`config.mk`:
```
export PLATFORM = sky130hd
export DESIGN_NAME = mux_arbiter_flat
export DESIGN_NICKNAME = d
export VERILOG_FILES = /design/src/rtl/mux_arbiter_if.sv /design/src/rtl/mux_arbiter.sv /design/src/flat_wrapper.sv
export SDC_FILE = /design/constraint.sdc
export NUM_CORES = 1
export LEC_CHECK = 0
export ABC_AREA = 1
export CORE_AREA = 4 4 41 43
export CTS_BUF_LIST = sky130_fd_sc_hd__clkbuf_4 sky130_fd_sc_hd__clkbuf_8
export DETAILED_ROUTE_END_ITERATION = 6
export DIE_AREA = 0 0 45 47
export DONT_BUFFER_PORTS = 1
export PLACE_DENSITY_LB_ADDON = 0.25
export SLEW_MARGIN = 20
export SYNTH_ARGS = -nofsm -noshare
export SYNTH_HDL_FRONTEND = slang
export SYNTH_SLANG_ARGS = --single-unit
```
`constraint.sdc`:
```
create_clock -name clk -period 1.54 [get_ports clk]
set_input_delay 0.308 -clock clk [delete_from_list [all_inputs] [get_ports clk]]
set_output_delay 0.308 -clock clk [all_outputs]
set_load 0.01 [all_outputs]
```
`src/rtl/mux_arbiter_if.sv`:
```
// mux_arbiter_if
// Bundles the two requester streams (x, y), the registered muxed output
// stream (o) and the status signals (s, busy) shared by mux_arbiter and
// whatever sits around it.
//
// Signals:
//   x, x_valid, x_ready   requester X data and handshake
//   y, y_valid, y_ready   requester Y data and handshake
//   o, o_valid, o_ready   registered muxed word and downstream handshake
//   s                     mux select, 0 = X, 1 = Y
//   busy                  arbiter is in a grant state
//
// Modports:
//   slave   the arbiter itself
//   master  the requesters plus the downstream consumer
interface mux_arbiter_if #(
  parameter int WIDTH = 2
);
  logic [WIDTH-1:0] x;
  logic             x_valid;
  logic             x_ready;
  logic [WIDTH-1:0] y;
  logic             y_valid;
  logic             y_ready;
  logic [WIDTH-1:0] o;
  logic             o_valid;
  logic             o_ready;
  logic             s;
  logic             busy;

  modport slave (
    input  x, x_valid, y, y_valid, o_ready,
    output x_ready, y_ready, o, o_valid, s, busy
  );

  modport master (
    output x, x_valid, y, y_valid, o_ready,
    input  x_ready, y_ready, o, o_valid, s, busy
  );
endinterface

```
`src/rtl/mux_arbiter.sv`:
```
// mux_arbiter
// Round-robin owner of a shared 2-to-1 data mux. One requester at a time is
// granted; its words are registered into a single output stage with a
// valid/ready handshake. A burst limit hands the mux to the other side after
// MAX_BURST accepted words whenever that side is waiting.
//
// Ports:
//   clk    single clock, all state updates on the rising edge
//   rst_n  synchronous, active-low reset
//   bus    mux_arbiter_if.slave (x/y request streams, o output stream, s, busy)
//
// Parameters:
//   WIDTH      data width of x, y and o
//   MAX_BURST  consecutive transfers allowed per grant under contention (1..15)
module mux_arbiter #(
  parameter int WIDTH     = 2,
  parameter int MAX_BURST = 4
) (
  input  logic          clk,
  input  logic          rst_n,
  mux_arbiter_if.slave  bus
);

  typedef enum logic [1:0] {
    IDLE,
    GRANT_X,
    GRANT_Y
  } state_t;

  localparam logic [3:0] BURST_LIMIT = 4'(MAX_BURST);

  state_t           state_q;
  state_t           state_d;
  logic             last_q;
  logic             last_d;
  logic [3:0]       count_q;
  logic [3:0]       count_d;
  logic [3:0]       count_inc;
  logic [WIDTH-1:0] o_q;
  logic             o_valid_q;
  logic             load_en;
  logic             x_xfer;
  logic             y_xfer;
  logic [WIDTH-1:0] sel_data;

  // The output stage can take a new word when it is empty or its current
  // word is leaving this cycle; ready is only offered to the granted side.
  assign load_en     = !o_valid_q || bus.o_ready;
  assign bus.x_ready = (state_q == GRANT_X) && load_en;
  assign bus.y_ready = (state_q == GRANT_Y) && load_en;
  assign x_xfer      = bus.x_valid && bus.x_ready;
  assign y_xfer      = bus.y_valid && bus.y_ready;
  assign count_inc   = count_q + 4'd1;

  assign bus.s    = (state_q == GRANT_Y);
  assign bus.busy = (state_q != IDLE);
  assign sel_data = bus.s ? bus.y : bus.x;

  assign bus.o       = o_q;
  assign bus.o_valid = o_valid_q;

  // Next-state logic. last_q is 0 after an X grant and 1 after a Y grant, so
  // a tie in IDLE goes to the side that was not served most recently. Any
  // entry into a grant restarts the burst count. Reaching the burst limit
  // hands over only if the other side is actually waiting; otherwise the
  // current owner keeps the mux with a fresh count.
  always_comb begin
    state_d = state_q;
    last_d  = last_q;
    count_d = count_q;
    case (state_q)
      IDLE: begin
        if (bus.x_valid && (!bus.y_valid || last_q)) begin
          state_d = GRANT_X;
          last_d  = 1'b0;
          count_d = 4'd0;
        end else if (bus.y_valid) begin
          state_d = GRANT_Y;
          last_d  = 1'b1;
          count_d = 4'd0;
        end
      end
      GRANT_X: begin
        if (!bus.x_valid) begin
          if (bus.y_valid) begin
            state_d = GRANT_Y;
            last_d  = 1'b1;
            count_d = 4'd0;
          end else begin
            state_d = IDLE;
          end
        end else if (x_xfer) begin
          if (count_inc == BURST_LIMIT) begin
            count_d = 4'd0;
            if (bus.y_valid) begin
              state_d = GRANT_Y;
              last_d  = 1'b1;
            end
          end else begin
            count_d = count_inc;
          end
        end
      end
      GRANT_Y: begin
        if (!bus.y_valid) begin
          if (bus.x_valid) begin
            state_d = GRANT_X;
            last_d  = 1'b0;
            count_d = 4'd0;
          end else begin
            state_d = IDLE;
          end
        end else if (y_xfer) begin
          if (count_inc == BURST_LIMIT) begin
            count_d = 4'd0;
            if (bus.x_valid) begin
              state_d = GRANT_X;
              last_d  = 1'b0;
            end
          end else begin
            count_d = count_inc;
          end
        end
      end
      default: begin
        state_d = IDLE;
      end
    endcase
  end

  // State register. Reset leaves LAST pointing at Y so X wins the first tie.
  always_ff @(posedge clk) begin
    if (!rst_n) begin
      state_q <= IDLE;
      last_q  <= 1'b1;
      count_q <= 4'd0;
    end else begin
      state_q <= state_d;
      last_q  <= last_d;
      count_q <= count_d;
    end
  end

  // Output stage. A transfer always overwrites o, even when the previous
  // word is being taken on the same edge; without a transfer a taken word
  // simply clears o_valid and o keeps its old contents. Reset discards
  // whatever was held.
  always_ff @(posedge clk) begin
    if (!rst_n) begin
      o_q       <= '0;
      o_valid_q <= 1'b0;
    end else if (x_xfer || y_xfer) begin
      o_q       <= sel_data;
      o_valid_q <= 1'b1;
    end else if (o_valid_q && bus.o_ready) begin
      o_valid_q <= 1'b0;
    end
  end

endmodule

```
`src/flat_wrapper.sv`:
```
// flat-port wrapper written by rule: the top's interface ports become plain ports
module mux_arbiter_flat 
#(
  parameter int WIDTH     = 2,
  parameter int MAX_BURST = 4
)
  (clk, rst_n, bus_x, bus_x_valid, bus_y, bus_y_valid, bus_o_ready, bus_x_ready, bus_y_ready, bus_o, bus_o_valid, bus_s, bus_busy);
  mux_arbiter_if #(.WIDTH(WIDTH)) bus_i ();
  input  logic clk;
  input  logic rst_n;
  input wire logic [$bits(bus_i.x)-1:0] bus_x;
  input wire logic [$bits(bus_i.x_valid)-1:0] bus_x_valid;
  input wire logic [$bits(bus_i.y)-1:0] bus_y;
  input wire logic [$bits(bus_i.y_valid)-1:0] bus_y_valid;
  input wire logic [$bits(bus_i.o_ready)-1:0] bus_o_ready;
  output wire logic [$bits(bus_i.x_ready)-1:0] bus_x_ready;
  output wire logic [$bits(bus_i.y_ready)-1:0] bus_y_ready;
  output wire logic [$bits(bus_i.o)-1:0] bus_o;
  output wire logic [$bits(bus_i.o_valid)-1:0] bus_o_valid;
  output wire logic [$bits(bus_i.s)-1:0] bus_s;
  output wire logic [$bits(bus_i.busy)-1:0] bus_busy;
  assign bus_i.x = bus_x;
  assign bus_i.x_valid = bus_x_valid;
  assign bus_i.y = bus_y;
  assign bus_i.y_valid = bus_y_valid;
  assign bus_i.o_ready = bus_o_ready;
  assign bus_x_ready = bus_i.x_ready;
  assign bus_y_ready = bus_i.y_ready;
  assign bus_o = bus_i.o;
  assign bus_o_valid = bus_i.o_valid;
  assign bus_s = bus_i.s;
  assign bus_busy = bus_i.busy;
  mux_arbiter #(.WIDTH(WIDTH), .MAX_BURST(MAX_BURST)) u_core (.clk(clk), .rst_n(rst_n), .bus(bus_i));
endmodule
```
Yosys cells after proc, flatten, opt, wreduce, memory -nomap -nowiden:

Index checks and enable logic that the tools add are counted.

* bits in read-only memories: 0
* latch bits: 0
* output and inout bits: 7
* bits in registers: 10
* memories: 0
* bits of input ports: 9
* bits in writable memories: 0
* word-level logic and storage cells: 67

* $add $sub $neg: 1
* mux-type cells: 34
* bitwise gates (word level): 0
* shift operators: 0
* equal/unequal tests: 9
* multiply operators: 0
* reductions and logical operators: 18
* div/mod/pow operators: 0
* order comparisons: 0

Operators with widths (number)
* $mux W4: 8
* $mux W2: 11
* $ne A3 B3 Y1 const B: 5
* $mux W1: 12
* $pmux W4 S3: 1
* $reduce_and A5 Y1: 2
* $logic_and A1 B1 Y1: 6
* $pmux W2 S3: 1
* $add A4 B1 Y4 const B: 1
* $eq A4 B3 Y1 const B: 1
* $reduce_and A4 Y1: 1
* $reduce_bool A2 Y1: 2
* $logic_or A1 B1 Y1: 3
* $ne A3 B2 Y1 const B: 1
* $pmux W1 S3: 1
* $reduce_bool A3 Y1: 1
* $eq A2 B1 Y1 const B: 1
* $eq A2 B2 Y1 const B: 1
* $logic_not A1 Y1: 2
* $logic_not A2 Y1: 1

Longest topological paths before layout:

* depth in word-level cells: 7
* mapped depth: 11

Worst setup path before layout:

Ideal clock, no wire load.

* path kind: flip-flop to flip-flop
* start: register u_core.state_q[0]
* end: register u_core.last_q
* stages on the path, launching flop included: 11
* path buffers: 0
* arrival time: 1.323 ns
* data required time: 1.428 ns
* library setup time: 0.112 ns
* path slack: 0.105 ns
* path through: dfxtp_1 -> inv_1 -> ha_1 -> nand2_2 -> nand2_4 -> nand2_4 -> nand2_1 -> a21oi_1 -> nand2_1 -> nand2_1 -> nand2_1

* longest elaborated chain between the ends: 5

Ends and longest elaborated chain
* start, declared: RTL line mux_arbiter.sv:32 `state_t state_q;`
* start signal, assigned: RTL line mux_arbiter.sv:138 `state_q <= state_d;`
* $eq A2 B2 Y1 (*)
* named net bus_s: RTL line flat_wrapper.sv:20 `output wire logic [$bits(bus_i.s)-1:0] bus_s;`
* $logic_and A1 B1 Y1: RTL line mux_arbiter.sv:50 `assign bus.y_ready = (state_q == GRANT_Y) && load_en;`
* $logic_and A1 B1 Y1: RTL line mux_arbiter.sv:52 `assign y_xfer = bus.y_valid && bus.y_ready;`
* $ne A3 B3 Y1 (no source line)
* $reduce_and A5 Y1 (no source line)
* end signal, assigned: RTL line mux_arbiter.sv:139 `last_q <= last_d;`
* end, declared: RTL line mux_arbiter.sv:34 `logic last_q;`

Mark *: on every way through the listed nets, which the timed path passes. The rest lies on a longest branch.
A chain may end at the register's enable or synchronous reset.

Final worst setup path:

* start: register u_core.state_q[1]
* end: output bus_x_ready

* longest elaborated chain between the ends: 2

Ends and longest elaborated chain
* $eq A2 B1 Y1: RTL line mux_arbiter.sv:49 `assign bus.x_ready = (state_q == GRANT_X) && load_en;`
* $logic_and A1 B1 Y1: RTL line mux_arbiter.sv:49
* end, declared: RTL line flat_wrapper.sv:16 `output wire logic [$bits(bus_i.x_ready)-1:0] bus_x_ready;`

No other way between the ends.

==> flow_summary.json <==
{
  "outcome": "complete, no violations",
  "timing.fmax_ghz": 0.680,
  "fin_area_sq_um": 933,
  "hp-class": "in2reg",
  "total_power_uw": 1600,
  "critPathCaptureType": "primary output",
  "pre_cts_slack_ns": 0.0135,
  "p_leak_uw": 0.000448,
  "maxCapViolCount": 0,
  "p_sw_uw": 803,
  "dpl.hpwl_um": 1490,
  "cpMostUsedCell": "inv_1",
  "internal_power_uw": 797,
  "power_frac_comb_pct": 62.2,
  "port_buffers": 0,
  "slowest_delay_ns": 0.35,
  "finalCriticalPeriod_ns": 1.47,
  "synth_cell_types": 18,
  "io_pins": 16,
  "start_util_pct": 63.7,
  "drtIter0Drc": 44,
  "grt_max_degree": 9,
  "clock_sinks": 10,
  "grt_first_pass_wirelength_um": 3080,
  "nets": 158,
  "grt_pass1_vias": 741,
  "drc": 0,
  "gp_congestion": 0.825,
  "synthCells": 135,
  "num-fill-cells": 111,
  "antenna_found_initial": 0,
  "clk_pin_slew_ns": 0.06,
  "cp_max_fo": 5,
  "hold_viol": 0,
  "synth_seq_cells": 10,
  "cp.arrival_ns": 1.16,
  "diodes": 0,
  "ant_nets": 0,
  "pwr-share-seq_pct": 27.1,
  "slew_headroom_pct": 86.6,
  "detail_route.wl_per_cell_um": 12.4,
  "synth_area_per_cell_sq_um": 6.14,
  "die_width_um": 45,
  "die_area_sq_um": 2120,
  "start_kind": "register",
  "die_h_um": 47,
  "clock_path_buffers": 2,
  "path_cells": "inv_1, ha_4, inv_1, nor2_2",
  "ys_warn_count": 0,
  "pwr_density_cell_nw_per_um2": 1710,
  "synth_nets": 150,
  "htreeDepth": 1,
  "worstSkewPairLatency_ns": 0.26,
  "vdd_drop_max_mv": 1.16,
  "whs_ns": 0.114,
  "clkPwrFrac_pct": 10.7,
  "routed_wl_um": 1940,
  "rows": 13,
  "fin_skew_ns": 0.000233,
  "area_delta_synth_final_pct": 12.7,
  "finalSetupTns_ns": 0,
  "final_common_cell": "nand2_1",
  "track_usage_pct": 20.2,
  "setup_ws_ns": 0.0705,
  "postCtsHoldBufs": 0,
  "cts_tree": "done",
  "min_period_over_period_pct": 95.4,
  "postPlaceCellArea_sq_um": 870,
  "slew_viol_final": 0,
  "required_ns": 1.23,
  "vias": 860,
  "via_per_inst": 5.51,
  "finalSetupViolCount": 0,
  "swShare_pct": 50.2,
  "syn_area_sq_um": 828,
  "seq_area_frac_synth_pct": 24.2,
  "drt_first_pass_iters": 4,
  "mostFrequentLayoutCells": "nand2_1 (44), inv_1 (16), nor2_1 (11)",
  "drive_above_1_share_pct": 22.0,
  "core_sq_um": 1300,
  "slowest_stage": "dfxtp_2",
  "overflow": 0,
  "cts_buffers": 3,
  "cts-root-buf": "clkbuf_4",
  "worst-setup-path-type": "reg2out",
  "max_slew.worst_pin.slew_ns": 0.201
}
-- path summary, 6_finish.rpt --
path | slack (ns) | end | cells after the start | startpoint
setup reg to reg | 0.09 | u_core.last_q | 8 | u_core.state_q[1]
hold reg to reg | 0.50 | u_core.count_q[3] | 2 | u_core.count_q[3]
hold / removal | 0.11 | u_core.last_q | 1 | rst_n
setup / recovery | 0.07 | bus_x_ready | 4 | u_core.state_q[1]
-- cell usage after synthesis --
| master | count | area share, % |
|---|---|---|
| nand4_1 | 2 | 1.5 |
| nor2_4 | 1 | 1.4 |
| or2_1 | 1 | 0.76 |
| nand2_2 | 3 | 2.3 |
| inv_4 | 1 | 0.76 |
| a31oi_1 | 2 | 1.5 |
| a21oi_1 | 7 | 4.2 |
| nand2_4 | 4 | 5.4 |
| nor2_1 | 13 | 5.9 |
| inv_1 | 16 | 7.3 |
| a21oi_2 | 3 | 3.2 |
| nand3_1 | 10 | 6.0 |
| o21ai_1 | 6 | 3.6 |
| o21ai_0 | 2 | 1.2 |
| ha_1 | 6 | 9.1 |
| dfxtp_1 | 10 | 24 |
| inv_2 | 4 | 1.8 |
| nand2_1 | 44 | 20 |
-- final cells by class --
class | instances | area, sq um | area share [%]
Clock buffer | 3 | 22.5 | 2.41
Inverter | 21 | 81.3 | 8.71
Multi-Input combinational cell | 104 | 581 | 62.2
Sequential cell | 10 | 208 | 22.3
Tap cell | 15 | 18.8 | 2.01
Timing Repair Buffer | 3 | 22.5 | 2.41
-- flip-flops by register name, indices dropped and copies added, names as in the netlist --
signal,count
u_core.count_q,4
u_core.bus.o,2
u_core.state_q,2
u_core.bus.o_valid,1
u_core.last_q,1
-- cell families after synthesis --
logic type                 count (synthesis)  share of synthesized area [%]
buffers and inverters                     21                           9.82
and+or+nand+nor                           78                           43.2
adders and majority gates                  6                           9.06
DFF                                       10                           24.2
AOI/OAI and AO/OA                         20                           13.7
-- layer usage --
layer / track usage (%) / share of wire [%] / vias up
met5: 0 / 0 / -
met4: 15.8 / 3.9 / 0
met3: 2.68 / 7.7 / 9
met2: 28.0 / 41 / 38
met1: 27.9 / 47 / 369
li1: - / - / 444
-- repair_timing --
action	CTS	global route
buffers inserted	0	0
pin swaps	0	0
endpoints found under the setup margin	4	11
gates cloned	0	0
hold endpoints to repair	0	0
resized for setup	4	8
-- worst max-delay path: cells and delay by family, from the launching register on --
kind	cells	cell delay, ns
buffers and inverters	2	0.21
AND/OR/NAND/NOR	1	0.16
flip-flops	1	0.35
adder cells (fa/ha/maj)	1	0.19
-- power groups by stage --
stage	clock network [uW]	registers [uW]	logic, uW
floorplan	0	401	752
global placement	0	413	907
detailed placement	0	420	920
CTS	182	415	942
global route	198	444	1130
finish	171	433	995
-- through the flow --
stage	util [%]	cells
2_1_floorplan	-	135
3_3_place_gp	66.8	153
3_5_place_dp	66.8	153
4_1_cts	69.3	156
5_1_grt	71.7	156
6_report	71.7	156
Note: power is estimated with default switching activity, not from simulation.
